## config.mk

```make
export PLATFORM = sky130hd
export DESIGN_NAME = sortmax_arb
export DESIGN_NICKNAME = d
export VERILOG_FILES = /design/src/rtl/sortmax_arb_pkg.sv /design/src/rtl/sortmax_rr_pick.sv /design/src/rtl/sortmax_arb.sv
export SDC_FILE = /design/constraint.sdc
export NUM_CORES = 1
export LEC_CHECK = 0
export ABC_AREA = 1
export BUFFER_PORTS_ARGS = -buffer_cell sky130_fd_sc_hd__buf_2
export CORE_UTILIZATION = 43
export DETAILED_ROUTE_END_ITERATION = 8
export MAX_ROUTING_LAYER = met4
export PLACE_DENSITY = 0.7
export RECOVER_POWER = 50
export REMOVE_ABC_BUFFERS = 1
export SLEW_MARGIN = 20
export SYNTH_ARGS = -nofsm -noshare
export SYNTH_HDL_FRONTEND = slang
export SYNTH_HIERARCHICAL = 1
export SYNTH_SLANG_ARGS = --single-unit
```

## constraint.sdc

```tcl
create_clock -name clk -period 2.6 [get_ports clk]
set_input_delay 0.39 -clock clk [delete_from_list [all_inputs] [get_ports clk]]
set_output_delay 0.39 -clock clk [all_outputs]
set_load 0.02 [all_outputs]
```

## src/rtl/sortmax_arb_pkg.sv

```systemverilog
// Shared types and constants for the sortmax time-sharing arbiter.
package sortmax_arb_pkg;

  typedef enum logic [1:0] {
    IDLE = 2'd0,
    FRST = 2'd1,
    RUN  = 2'd2,
    GAP  = 2'd3
  } arb_state_t;

  localparam logic REQ_A = 1'b0;
  localparam logic REQ_B = 1'b1;

  localparam int unsigned X_W = 5;
  localparam int unsigned Y_W = 20;

  // One-hot grant vector for a requester index.
  function automatic logic [1:0] req_onehot(input logic idx);
    return (idx == REQ_B) ? 2'b10 : 2'b01;
  endfunction

endpackage

```

## src/rtl/sortmax_rr_pick.sv

```systemverilog
// Two-way round-robin winner selection: the requester that did not own
// the previous burst wins when it is requesting.
module sortmax_rr_pick
  import sortmax_arb_pkg::*;
(
  input  logic [1:0] req,
  input  logic       rr_last,
  output logic       vld,
  output logic       win
);

  // Prefer the requester other than rr_last, else whoever is requesting.
  always_comb begin
    vld = |req;
    win = REQ_A;
    if (req[~rr_last])
      win = ~rr_last;
    else if (req[REQ_B])
      win = REQ_B;
    else
      win = REQ_A;
  end

endmodule

```

## src/rtl/sortmax_arb.sv

```systemverilog
// Time-shares one sortmax FSM between requesters A and B with round-robin
// grants, bounded bursts and a fresh FSM reset at every handoff.
module sortmax_arb
  import sortmax_arb_pkg::*;
#(
  parameter int unsigned BURST_LEN = 8,
  parameter logic        KEY_RST   = 1'b1
) (
  input  logic           clk,
  input  logic           rst,
  input  logic [1:0]     req,
  input  logic [X_W-1:0] x_a,
  input  logic [X_W-1:0] x_b,
  input  logic           key_we,
  input  logic           key_din,
  output logic [1:0]     gnt,
  output logic [X_W-1:0] fsm_x,
  output logic           fsm_rst,
  output logic           fsm_key,
  input  logic [Y_W-1:0] fsm_y,
  output logic [Y_W-1:0] y_out,
  output logic           y_vld,
  output logic           y_owner,
  output logic           key_err
);

  arb_state_t     state;
  logic           owner;
  logic           rr_last;
  logic [7:0]     cnt;
  logic           key_reg;
  logic           pick_vld;
  logic           pick_win;
  logic [X_W-1:0] x_own;

  sortmax_rr_pick u_pick (
    .req     (req),
    .rr_last (rr_last),
    .vld     (pick_vld),
    .win     (pick_win)
  );

  // Owner's inputs routed toward the FSM.
  always_comb begin
    x_own = (owner == REQ_B) ? x_b : x_a;
  end

  assign fsm_key = key_reg;

  // Arbitration FSM; all outputs registered so they line up with the state.
  // y_vld is raised on the FRST->RUN edge so it is high exactly for the RUN cycles.
  always_ff @(posedge clk) begin
    if (!rst) begin
      state   <= IDLE;
      gnt     <= '0;
      fsm_x   <= '0;
      fsm_rst <= 1'b1;
      y_out   <= '0;
      y_vld   <= 1'b0;
      y_owner <= 1'b0;
      owner   <= REQ_A;
      rr_last <= REQ_B;
      cnt     <= '0;
    end else begin
      case (state)
        IDLE: begin
          fsm_rst <= 1'b1;
          gnt     <= '0;
          y_vld   <= 1'b0;
          if (pick_vld) begin
            owner <= pick_win;
            gnt   <= req_onehot(pick_win);
            state <= FRST;
          end
        end
        FRST: begin
          fsm_x   <= x_own;
          cnt     <= '0;
          fsm_rst <= 1'b0;
          y_out   <= fsm_y;
          y_vld   <= 1'b1;
          y_owner <= owner;
          state   <= RUN;
        end
        RUN: begin
          fsm_x <= x_own;
          y_out <= fsm_y;
          if (!req[owner] || cnt == 8'(BURST_LEN - 1)) begin
            gnt     <= '0;
            rr_last <= owner;
            y_vld   <= 1'b0;
            fsm_rst <= 1'b1;
            state   <= GAP;
          end else begin
            cnt <= cnt + 8'd1;
          end
        end
        GAP: begin
          fsm_rst <= 1'b1;
          gnt     <= '0;
          y_vld   <= 1'b0;
          state   <= IDLE;
        end
        default: state <= IDLE;
      endcase
    end
  end

  // Key register writable only while idle; stray writes latch key_err.
  always_ff @(posedge clk) begin
    if (!rst) begin
      key_reg <= KEY_RST;
      key_err <= 1'b0;
    end else if (key_we) begin
      if (state == IDLE)
        key_reg <= key_din;
      else
        key_err <= 1'b1;
    end
  end

endmodule

```

==> qor.csv <==
metric,value,unit
Buf/Inv on CP,2,
fill count,452,
nets@finish,388,
pin count of the biggest net entering global routing,31,
"Top cell by count, worst path",inv_1,
postcts setup bufs,0,
Total Wirelength,4390,um
met2 WL,1940,um
WL met3,191,um
"EDFF count, synth",0,
unrepaired setup endpoints after global routing,no,
Worst-Margin Slew,0.627,ns
Max IR drop VDD,591,uV
Tcrit/Tclk final,63.2,%
crit path kind,reg2reg,
DR vias/cell,4.86,
clock-pin transition on the worst setup and hold timing paths,0.08,ns
ys flop type,dfxtp_1,
hold path endpoint,y_out[1],
Die ar.,0.00492,mm^2
worst reg-to-reg path cell count,6,
syn avg cell area,7.09,um^2
PortBufs,67,
Yosys cell types,22,
critical path data required time,2.80,ns
worst hold stages,3,
worst skew pair latency,0.29,ns
Rel. slew slack,58.1,%
post-route ant nets,0,
Syn Std Cell Area,0.00200,mm^2
endpoint class of the critical path,register,
Cells after Synth,282,
final core utilization,55.3,%
grt ovf,0,
core box area,0.00441,mm^2
H-Tree Depth,2,
WP data arrival,1.84,ns
"Hold Vio Cnt, Final",0,
highest metal used,met4,
num rows,24,
worst path cell trace,inv_1 -> ha_1 -> inv_1 -> nand3_1 -> nand2_1 -> nor2_1,
TritonCTS clock tree,yes,
max-slew violations,0,
die width,70.2,um
Clock Skews,0.00514,ns
GP Congestion,0.809,
initial antenna violation count,0,
status,finished clean,
first-pass GRT wire length,7600,um
share of layout cells above drive strength 1,14.7,%
TritonCTS Buffers,5,
Worst path slowest cell,inv_1,
kind of start point of the critical path,register,
Yosys warning total,6,
P&R area growth vs syn,22.1,%
FF-to-FF setup slack,0.96,ns
DR pass1 iterations,4,
#FFs+latches synth,44,
M1 wire length,2180,um
clock tree buffer depth,2,
Iter 0 DRT Violations,96,
Max-Cap Viols,0,
Lkg Pwr,1.17,nW
fin crit period,1.64,ns
DR WL/cell,11.0,um
Tot GR Track Use,19.7,%
post-synthesis sequential area ratio,44.1,%
hold buffers post-CTS,0,
clock root buffer,clkbuf_8,
n_diodes,0,
Final HPWL DP,3140,um
R2R Path End,state[1],
FF+latch area,881,um^2
IO Pins,68,
worst-path fanout max,21,
max incr delay on CP,0.47,ns
final setup violating endpoints,0,
setup TNS,0,ns
Multi-input gate area,957,um^2
Die H,70.2,um
async set-reset flop share out of synthesis,0,%
DR vias,1933,
Top delay family on crit path,buffers and inverters,
Post-CTS Resized,0,
Min-Delay Startpoint,fsm_y[1],
CTS sink count,44,
worst min path class,in2reg,
vias in the first global route,1763,
Initial Utilization,45.3,%
reg-to-reg critical path startpoint,state[0],
drt drc,0,
power per cell area,1200,mW/mm^2
max frequency,609,MHz
==> worst register-to-register path, cell delays in order (launching register included) <==
cell	delay, ns
dfxtp_1	0.39
inv_1	0.10
ha_1	0.31
inv_1	0.47
nand3_1	0.14
nand2_1	0.09
nor2_1	0.04
==> stage by stage <==
step | instances | hold WS (ns) | area (um^2) | power [mW] | worst slack (ns)
after CTS | 398 | 0.306 | 2480 | 3.01 | 0.931
after global routing | 398 | 0.306 | 2440 | 3.18 | 0.775
final | 398 | 0.312 | 2440 | 2.93 | 0.957
after global placement | 391 | 0.438 | 2350 | 2.38 | 1.00
after floorplan | 270 | 0.443 | 1940 | 1.98 | 0.838
after detailed placement | 391 | 0.444 | 2350 | 2.40 | 0.958
==> placed cells by master (no fill, tap or decap) <==
master | Yosys | final
a21oi_1 | 15 | 15
buf_2 | 2 | 35
buf_4 | 1 | 2
bufinv_16 | 0 | 2
clkbuf_1 | 8 | 32
clkbuf_8 | 0 | 5
dfxtp_1 | 44 | 44
ha_1 | 6 | 6
inv_1 | 26 | 26
nand2_1 | 48 | 48
nand2_2 | 2 | 2
nand3_1 | 24 | 24
nand3_4 | 1 | 1
nand3b_1 | 1 | 1
nand4_1 | 3 | 3
nor2_1 | 63 | 63
nor2_2 | 1 | 1
o211ai_1 | 5 | 5
o21ai_0 | 26 | 26
o21ai_1 | 1 | 1
o21ai_4 | 1 | 1
or2_1 | 1 | 1
or2_2 | 2 | 2
==> cells in the mapped netlist (2+ instances only) <==
master	n	area, um^2
a21oi_1	15	75.1
buf_2	2	10.0
clkbuf_1	8	30.0
dfxtp_1	44	881
ha_1	6	75.1
inv_1	26	97.6
nand2_1	48	180
nand2_2	2	12.5
nand3_1	24	120
nand4_1	3	18.8
nor2_1	63	236
o211ai_1	5	37.5
o21ai_0	26	130
or2_2	2	12.5
==> report_power, final <==
group          internal (mW)  total [mW]  switching [mW]
combinational          0.392        1.28           0.893
clock                  0.378       0.598           0.220
sequential             0.906        1.05           0.142
==> state kept, by name, indices dropped and copies added (netlist names), 2 cells and up <==
name,count
fsm_x,5
y_out,20
gnt,2
state,2
cnt,8
==> cell type report <==
cell class	instances	share of cell area, %
Clock inverter	2	2.46
Inverter	26	4.00
Timing Repair Buffer	69	12.7
Multi-Input combinational cell	200	39.2
Tap cell	52	2.67
Sequential cell	44	36.1
Clock buffer	5	2.82
==> worst max-delay path by stage <==
stage	end	from	depth (start not counted)
5_1_grt	state[1]	state[0]	6
3_5_place_dp	state[1]	state[0]	6
6_report	state[1]	state[0]	6
4_1_cts	state[1]	state[0]	6
3_3_place_gp	state[1]	state[0]	6
2_1_floorplan	state[1]	state[0]	6
==> kinds of logic after synthesis <==
family          Yosys count  share of synthesized area [%]
compound gates           48                           13.2
buf+inv                  38                           8.01
fa+ha+maj                 6                           3.76
flops                    44                           44.1
simple gates            146                           30.9
==> layer usage <==
metal  vias up  track usage, %
met3        10            3.90
met5         -               -
met2        51            30.1
li1       1028               -
met4         0            8.00
met1       844            25.7
(Power assumes the default switching activity.)
